`src/rtl/roi_track_scheduler_if.sv`:
```
// roi_track_scheduler_if: slot-table config bus and tracker link.
// master = config/tracker side, slave = roi_track_scheduler.
interface roi_track_scheduler_if #(
    parameter int IDX_W = 3
);
    // slot table configuration
    logic             cfg_we;
    logic [IDX_W-1:0] cfg_idx;
    logic [11:0]      cfg_x;
    logic [10:0]      cfg_y;
    logic             cfg_valid;
    // tracker inputs
    logic             center_vsync_in;
    logic             updated_in_this_frame;
    logic [11:0]      x0_int;
    logic [10:0]      y0_int;
    // tracker control and status
    logic [11:0]      set_x0;
    logic [10:0]      set_y0;
    logic             reset_position;
    logic             enable;
    logic [IDX_W-1:0] cur_idx;
    logic             track_active;
    logic             slot_lost;
    logic [IDX_W-1:0] lost_idx;
    logic             frame_done;

    modport master (
        output cfg_we, cfg_idx, cfg_x, cfg_y, cfg_valid,
        output center_vsync_in, updated_in_this_frame, x0_int, y0_int,
        input  set_x0, set_y0, reset_position, enable, cur_idx,
        input  track_active, slot_lost, lost_idx, frame_done
    );

    modport slave (
        input  cfg_we, cfg_idx, cfg_x, cfg_y, cfg_valid,
        input  center_vsync_in, updated_in_this_frame, x0_int, y0_int,
        output set_x0, set_y0, reset_position, enable, cur_idx,
        output track_active, slot_lost, lost_idx, frame_done
    );
endinterface

```
`src/rtl/roi_track_scheduler.sv`:
```
// roi_track_scheduler: shares one ROI tracker round-robin across slots.
// Ports: clk, rst (sync, active high), bus (cfg + tracker link, slave).
module roi_track_scheduler #(
    parameter int NUM_SLOTS    = 8,
    parameter int IDX_W        = 3,
    parameter int NEIGH_SIZE   = 10,
    parameter int BORDER_WIDTH = 2,
    parameter int IMG_W        = 1280,
    parameter int IMG_H        = 720,
    parameter int MAX_MISS     = 3
) (
    input logic                   clk,
    input logic                   rst,
    roi_track_scheduler_if.slave  bus
);
    localparam int MW     = $clog2(MAX_MISS + 1);
    localparam int MARGIN = NEIGH_SIZE + BORDER_WIDTH;
    // 13-bit limits so constant subtraction cannot wrap
    localparam logic [12:0] X_LO = 13'(MARGIN + 1);
    localparam logic [12:0] X_HI = 13'(IMG_W - MARGIN);
    localparam logic [12:0] Y_LO = 13'(MARGIN + 1);
    localparam logic [12:0] Y_HI = 13'(IMG_H - MARGIN);

    typedef enum logic [2:0] {
        S_IDLE, S_SELECT, S_LOAD, S_ARM, S_TRACK, S_WB, S_MISS
    } state_e;

    state_e state_q, state_d;

    logic [11:0]          x_q    [NUM_SLOTS];
    logic [10:0]          y_q    [NUM_SLOTS];
    logic [MW-1:0]        miss_q [NUM_SLOTS];
    logic [NUM_SLOTS-1:0] valid_q;

    logic [IDX_W-1:0] last_idx_q;
    logic [IDX_W-1:0] cur_idx_q;
    logic             vsync_q;
    logic             track_active_q;
    logic [11:0]      set_x0_q;
    logic [10:0]      set_y0_q;

    logic             vsync_rise;
    logic             cfg_hit;
    logic             cfg_kill;
    logic             found;
    logic [IDX_W-1:0] found_idx;
    logic [12:0]      nx13;
    logic [12:0]      ny13;
    logic             oob;
    logic [MW-1:0]    miss_inc;
    logic             miss_retire;

    assign vsync_rise = bus.center_vsync_in & ~vsync_q;
    // a cfg write to the serviced slot overrides any writeback/miss update
    assign cfg_hit    = bus.cfg_we && (bus.cfg_idx == cur_idx_q);
    assign cfg_kill   = cfg_hit && !bus.cfg_valid;

    // circular search starting just after the last serviced slot;
    // index arithmetic wraps naturally at IDX_W bits
    always_comb begin
        logic [IDX_W-1:0] cand;
        cand      = '0;
        found     = 1'b0;
        found_idx = last_idx_q;
        for (int i = 1; i <= NUM_SLOTS; i++) begin
            cand = last_idx_q + IDX_W'(i);
            if (!found && valid_q[cand]) begin
                found     = 1'b1;
                found_idx = cand;
            end
        end
    end

    assign nx13 = {1'b0, bus.x0_int};
    assign ny13 = {2'b00, bus.y0_int};
    assign oob  = (nx13 < X_LO) || (nx13 > X_HI) ||
                  (ny13 < Y_LO) || (ny13 > Y_HI);

    assign miss_inc    = miss_q[cur_idx_q] + MW'(1);
    assign miss_retire = (miss_inc == MW'(MAX_MISS));

    always_comb begin
        state_d = state_q;
        unique case (state_q)
            S_IDLE:   if (vsync_rise) state_d = S_SELECT;
            S_SELECT: state_d = found ? S_LOAD : S_IDLE;
            S_LOAD:   state_d = S_ARM;
            S_ARM: begin
                if (cfg_kill)                  state_d = S_IDLE;
                else if (!bus.center_vsync_in) state_d = S_TRACK;
            end
            S_TRACK: begin
                if (cfg_kill)                       state_d = S_IDLE;
                else if (bus.updated_in_this_frame) state_d = S_WB;
                else if (vsync_rise)                state_d = S_MISS;
            end
            S_WB:     state_d = S_IDLE;
            // the rise that caused the miss already opens the next frame
            S_MISS:   state_d = S_SELECT;
            default:  state_d = S_IDLE;
        endcase
    end

    assign bus.reset_position = (state_q == S_LOAD);
    assign bus.enable         = (state_q == S_ARM) || (state_q == S_TRACK);
    assign bus.frame_done     = (state_q == S_WB);
    assign bus.slot_lost      = !cfg_hit &&
                                (((state_q == S_WB) && oob) ||
                                 ((state_q == S_MISS) && miss_retire));
    assign bus.lost_idx       = bus.slot_lost ? cur_idx_q : '0;
    assign bus.cur_idx        = cur_idx_q;
    assign bus.track_active   = track_active_q;
    assign bus.set_x0 = (state_q == S_LOAD) ? x_q[cur_idx_q] : set_x0_q;
    assign bus.set_y0 = (state_q == S_LOAD) ? y_q[cur_idx_q] : set_y0_q;

    always_ff @(posedge clk) begin
        if (rst) begin
            state_q        <= S_IDLE;
            vsync_q        <= 1'b0;
            last_idx_q     <= IDX_W'(NUM_SLOTS - 1);
            cur_idx_q      <= '0;
            track_active_q <= 1'b0;
            set_x0_q       <= '0;
            set_y0_q       <= '0;
        end else begin
            state_q <= state_d;
            vsync_q <= bus.center_vsync_in;
            if (state_q == S_SELECT && found) begin
                cur_idx_q  <= found_idx;
                last_idx_q <= found_idx;
            end
            if (state_q == S_LOAD) begin
                set_x0_q       <= x_q[cur_idx_q];
                set_y0_q       <= y_q[cur_idx_q];
                track_active_q <= 1'b1;
            end else if (state_q == S_WB || state_q == S_MISS ||
                         state_d == S_IDLE) begin
                track_active_q <= 1'b0;
            end
        end
    end

    always_ff @(posedge clk) begin
        if (rst) begin
            valid_q <= '0;
            for (int i = 0; i < NUM_SLOTS; i++) begin
                x_q[i]    <= '0;
                y_q[i]    <= '0;
                miss_q[i] <= '0;
            end
        end else begin
            if (state_q == S_WB && !cfg_hit) begin
                x_q[cur_idx_q]    <= bus.x0_int;
                y_q[cur_idx_q]    <= bus.y0_int;
                miss_q[cur_idx_q] <= '0;
                if (oob) valid_q[cur_idx_q] <= 1'b0;
            end
            if (state_q == S_MISS && !cfg_hit) begin
                if (miss_retire) begin
                    valid_q[cur_idx_q] <= 1'b0;
                    miss_q[cur_idx_q]  <= '0;
                end else begin
                    miss_q[cur_idx_q]  <= miss_inc;
                end
            end
            if (bus.cfg_we) begin
                x_q[bus.cfg_idx]     <= bus.cfg_x;
                y_q[bus.cfg_idx]     <= bus.cfg_y;
                valid_q[bus.cfg_idx] <= bus.cfg_valid;
                miss_q[bus.cfg_idx]  <= '0;
            end
        end
    end
endmodule

```
`src/flat_wrapper.sv`:
```
// flat-port wrapper written by rule: the top's interface ports become plain ports
module roi_track_scheduler_flat 
#(
    parameter int NUM_SLOTS    = 8,
    parameter int IDX_W        = 3,
    parameter int NEIGH_SIZE   = 10,
    parameter int BORDER_WIDTH = 2,
    parameter int IMG_W        = 1280,
    parameter int IMG_H        = 720,
    parameter int MAX_MISS     = 3
)
  (clk, rst, bus_cfg_we, bus_cfg_idx, bus_cfg_x, bus_cfg_y, bus_cfg_valid, bus_center_vsync_in, bus_updated_in_this_frame, bus_x0_int, bus_y0_int, bus_set_x0, bus_set_y0, bus_reset_position, bus_enable, bus_cur_idx, bus_track_active, bus_slot_lost, bus_lost_idx, bus_frame_done);
  roi_track_scheduler_if #(.IDX_W(IDX_W)) bus_i ();
  input logic clk;
  input logic rst;
  input wire logic [$bits(bus_i.cfg_we)-1:0] bus_cfg_we;
  input wire logic [$bits(bus_i.cfg_idx)-1:0] bus_cfg_idx;
  input wire logic [$bits(bus_i.cfg_x)-1:0] bus_cfg_x;
  input wire logic [$bits(bus_i.cfg_y)-1:0] bus_cfg_y;
  input wire logic [$bits(bus_i.cfg_valid)-1:0] bus_cfg_valid;
  input wire logic [$bits(bus_i.center_vsync_in)-1:0] bus_center_vsync_in;
  input wire logic [$bits(bus_i.updated_in_this_frame)-1:0] bus_updated_in_this_frame;
  input wire logic [$bits(bus_i.x0_int)-1:0] bus_x0_int;
  input wire logic [$bits(bus_i.y0_int)-1:0] bus_y0_int;
  output wire logic [$bits(bus_i.set_x0)-1:0] bus_set_x0;
  output wire logic [$bits(bus_i.set_y0)-1:0] bus_set_y0;
  output wire logic [$bits(bus_i.reset_position)-1:0] bus_reset_position;
  output wire logic [$bits(bus_i.enable)-1:0] bus_enable;
  output wire logic [$bits(bus_i.cur_idx)-1:0] bus_cur_idx;
  output wire logic [$bits(bus_i.track_active)-1:0] bus_track_active;
  output wire logic [$bits(bus_i.slot_lost)-1:0] bus_slot_lost;
  output wire logic [$bits(bus_i.lost_idx)-1:0] bus_lost_idx;
  output wire logic [$bits(bus_i.frame_done)-1:0] bus_frame_done;
  assign bus_i.cfg_we = bus_cfg_we;
  assign bus_i.cfg_idx = bus_cfg_idx;
  assign bus_i.cfg_x = bus_cfg_x;
  assign bus_i.cfg_y = bus_cfg_y;
  assign bus_i.cfg_valid = bus_cfg_valid;
  assign bus_i.center_vsync_in = bus_center_vsync_in;
  assign bus_i.updated_in_this_frame = bus_updated_in_this_frame;
  assign bus_i.x0_int = bus_x0_int;
  assign bus_i.y0_int = bus_y0_int;
  assign bus_set_x0 = bus_i.set_x0;
  assign bus_set_y0 = bus_i.set_y0;
  assign bus_reset_position = bus_i.reset_position;
  assign bus_enable = bus_i.enable;
  assign bus_cur_idx = bus_i.cur_idx;
  assign bus_track_active = bus_i.track_active;
  assign bus_slot_lost = bus_i.slot_lost;
  assign bus_lost_idx = bus_i.lost_idx;
  assign bus_frame_done = bus_i.frame_done;
  roi_track_scheduler #(.NUM_SLOTS(NUM_SLOTS), .IDX_W(IDX_W), .NEIGH_SIZE(NEIGH_SIZE), .BORDER_WIDTH(BORDER_WIDTH), .IMG_W(IMG_W), .IMG_H(IMG_H), .MAX_MISS(MAX_MISS)) u_core (.clk(clk), .rst(rst), .bus(bus_i));
endmodule
```
`config.mk`:
```
export PLATFORM = sky130hd
export DESIGN_NAME = roi_track_scheduler_flat
export DESIGN_NICKNAME = d
export VERILOG_FILES = /design/src/rtl/roi_track_scheduler_if.sv /design/src/rtl/roi_track_scheduler.sv /design/src/flat_wrapper.sv
export SDC_FILE = /design/constraint.sdc
export NUM_CORES = 1
export LEC_CHECK = 0
export ABC_AREA = 1
export CORE_MARGIN = 2
export CORE_UTILIZATION = 53
export CTS_CLUSTER_DIAMETER = 200
export DETAILED_ROUTE_END_ITERATION = 6
export PLACE_DENSITY = 0.73
export SLEW_MARGIN = 30
export SYNTH_ARGS = -nofsm -noshare
export SYNTH_HDL_FRONTEND = slang
export SYNTH_SLANG_ARGS = --single-unit
```
`constraint.sdc`:
```
create_clock -name clk -period 2.49 [get_ports clk]
set_input_delay 0.498 -clock clk [delete_from_list [all_inputs] [get_ports clk]]
set_output_delay 0.498 -clock clk [all_outputs]
set_load 0.01 [all_outputs]
```
==> summary.md <==
| Metric | Value |
|---|---|
| Final Core Density | 74.0% |
| Fin nets | 1688 |
| Clock Latency Late Sink | 0.55 ns |
| Peak supply drop | 1.21 mV |
| Standard-cell rows | 55 |
| Pwr/cell area | 978 nW/um^2 |
| Worst setup margin | -0.311 ns |
| Drt first pass iters | 7 |
| Crit path max fanout | 3 |
| Ant. Diodes | 0 |
| Synth cell types | 43 |
| Final count of hold timing violations | 0 |
| Critical Path RT | 1.99 ns |
| Remaining global-route overflow | 0 |
| GP Congestion | 0.925 |
| Most frequent cells in the layout | nand2_1 (268), edfxtp_1 (184), o21ai_0 (148), buf_4 (127), nor2_1 (114) |
| Initial Util | 54.1% |
| Crit start category | input port |
| Final Setup Violations | 27 |
| Seq/Total Area, Yosys | 54.9% |
| First-pass GRT wire length | 68.0 mm |
| Core area | 22700 um^2 |
| Count of mapped cells out of synthesis | 1407 |
| Worst Hold Class | flip-flop to flip-flop |
| DR vias | 12900 |
| Final-report max-slew violation count | 0 |
| Layout area overhead | 36.6% |
| Max Cap Violations | 0 |
| Commonest non-fill, non-tap cell in the layout | nand2_1 |
| CTS tree | built |
| Die Width | 156 um |
| Crit. End Element | output port |
| Die Height | 156 um |
| Share of cells above drive strength 1 | 26.4% |
| Avg Vias per Cell | 6.69 |
| Final WL | 48.5 mm |
| Fin crit share | 112% |
| WP data arrival | 2.30 ns |
| #FFs+latches synth | 245 |
| RSZ-0062 raised after global routing | true |
| CTS sink cnt | 245 |
| Finished Layout Cells | 1934 |
| Drt wl/cell | 25.1 um |
| Skew final | 0.0112 ns |
| Drc violations | 2 |
| Initial antenna violation count | 1 |
| Clk root buf | clkbuf_16 |
| Reg clk slew, reported paths | 0.06 ns |
| TritonCTS Buffers | 26 |
| Max-slew headroom | 60.9% |
| FFs w/ async S/R, synth | 0% |
| Slew @ Worst Pin | 0.582 ns |
| Status | complete, but fails checks |
| Leak | 6.74 nW |
| Post-DRT Antenna Nets | 0 |
| Tot GR Track Use | 37.0% |
| Cts hold-fix bufs | 0 |
| Die area | 24400 um^2 |
| Avg Cell Area, Syn | 8.74 um^2 |
| Mapped Area | 12300 um^2 |
| Main synth FF type | edfxtp_1 |
| Clock Path Buffers | 3 |
| Fmax achieved | 357 MHz |
| H-tree depth | 1 |
| Dpl cells | 1811 |
| Final Critical Period | 2.80 ns |
| Detailed Route Iter0 Violations | 2096 |
| Syn. warnings | 0 |
| Post-synth net total | 1465 |
| Crit path kind | input port to output port |
| Port bufs | 88 |
| Post-synth EDFFs | 184 |
| Vias in the first global route | 12200 |
| Violated checks | design-rule violations, negative setup slack |
| Dpl hpwl | 25.9 mm |
| Largest net degree at the start of global routing | 28 |
| IO Pins | 89 |
## routing by layer
layer / global-route usage [%] / vias up / wire [um]
li1: - / 5457 / -
met1: 45.6 / 5971 / 15800
met2: 59.9 / 1184 / 22200
met3: 8.28 / 320 / 7080
met4: 22.2 / 0 / 3400
met5: 0 / - / 0
## worst max-delay path: stages
cell and delay, ns:
clkdlybuf4s50_1 0.57, inv_2 0.10, o2111ai_1 0.35, nand4_1 0.29, nand2_2 0.16, nand2_4 0.09, inv_4 0.07, nor2_1 0.04
buf_2 0.14
## final timing paths
path	startpoint	end	slack [ns]	cells past startpoint
max reg2reg	u_core.state_q[0]	u_core.x_q[1][4]	0.16	10
min	u_core.set_y0_q[8]	u_core.set_y0_q[8]	0.46	2
min reg2reg	u_core.set_y0_q[8]	u_core.set_y0_q[8]	0.46	2
max	bus_y0_int[3]	bus_lost_idx[1]	-0.31	9
## synth_stat cells (3+ instances only)
cell type  number  share of area, %
nand2_1       293               8.9
o21ai_0       205               8.3
edfxtp_1      184                45
nor2_1        145               4.4
o22ai_1        99               5.0
inv_1          84               2.6
nand3_1        74               3.0
clkbuf_1       73               2.2
dfxtp_1        61               9.9
a21oi_1        52               2.1
o221ai_1       37               2.6
o211ai_1       11              0.67
nor3_1         10              0.41
buf_2           8              0.33
inv_2           7              0.21
nand2_2         7              0.36
nand3_2         7              0.57
clkinv_1        5              0.15
nand4_1         4              0.20
a31oi_1         3              0.15
ha_1            3              0.31
nor2_2          3              0.15
xnor2_1         3              0.21
## kinds of logic (layout without fill, tap and decap cells)
| kind of cell | Yosys count | after routing | synth area share (%) |
|---|---|---|---|
| simple gates | 553 | 553 | 18.9 |
| buf+inv | 185 | 427 | 5.94 |
| xor+xnor | 6 | 6 | 0.489 |
| flops | 245 | 245 | 54.9 |
| compound gates | 415 | 415 | 19.5 |
| fa+ha+maj | 3 | 3 | 0.305 |
## report_power, final
part | switching [W] | total, W | internal (W) | leakage [nW]
combinational | 0.00441 | 0.00772 | 0.00331 | 3.91
sequential | 0.000186 | 0.00488 | 0.00469 | 2.42
clock | 0.00170 | 0.00382 | 0.00212 | 0.410
## stage by stage
stage	worst slack [ns]	hold WS [ns]	TNS (ns)	power, W	area [um^2]
4_1_cts	-0.234	0.448	-2.55	0.0152	16100
5_1_grt	-0.354	0.466	-5.58	0.0170	16800
3_3_place_gp	-0.905	0.458	-30.68	0.0101	14400
6_report	-0.311	0.464	-4.41	0.0164	16800
3_5_place_dp	-0.944	0.463	-48.83	0.0103	14400
2_1_floorplan	0.0251	0.453	0	0.00828	12300
## flip-flops by register name, indices dropped and copies added (netlist names), named ones only
name,cells
u_core.last_idx_q,3
u_core.miss_q,16
u_core.vsync_q,1
u_core.set_x0_q,12
u_core.bus.track_active,1
u_core.valid_q,8
u_core.x_q,96
u_core.set_y0_q,11
u_core.bus.cur_idx,3
u_core.y_q,88
u_core.state_q,3
## area by class of cell
class                   count  area [um^2]
well taps                 285          357
flip-flops and latches    245         6760
clock buffers              31          701
repair buffers            284         3100
fillers                  1509         5910
multi-input cells         977         5380
clock inverters            16          116
inverters                  96          382
## repair_timing
| item | 4_1_cts | 5_1_grt |
|---|---|---|
| pin swaps | 59 | 72 |
| setup endpoints to repair | 28 | 37 |
| resized for setup | 230 | 155 |
| cloned | 13 | 6 |
| setup buffers | 41 | 24 |
Note: power is estimated with default switching activity, not from simulation.
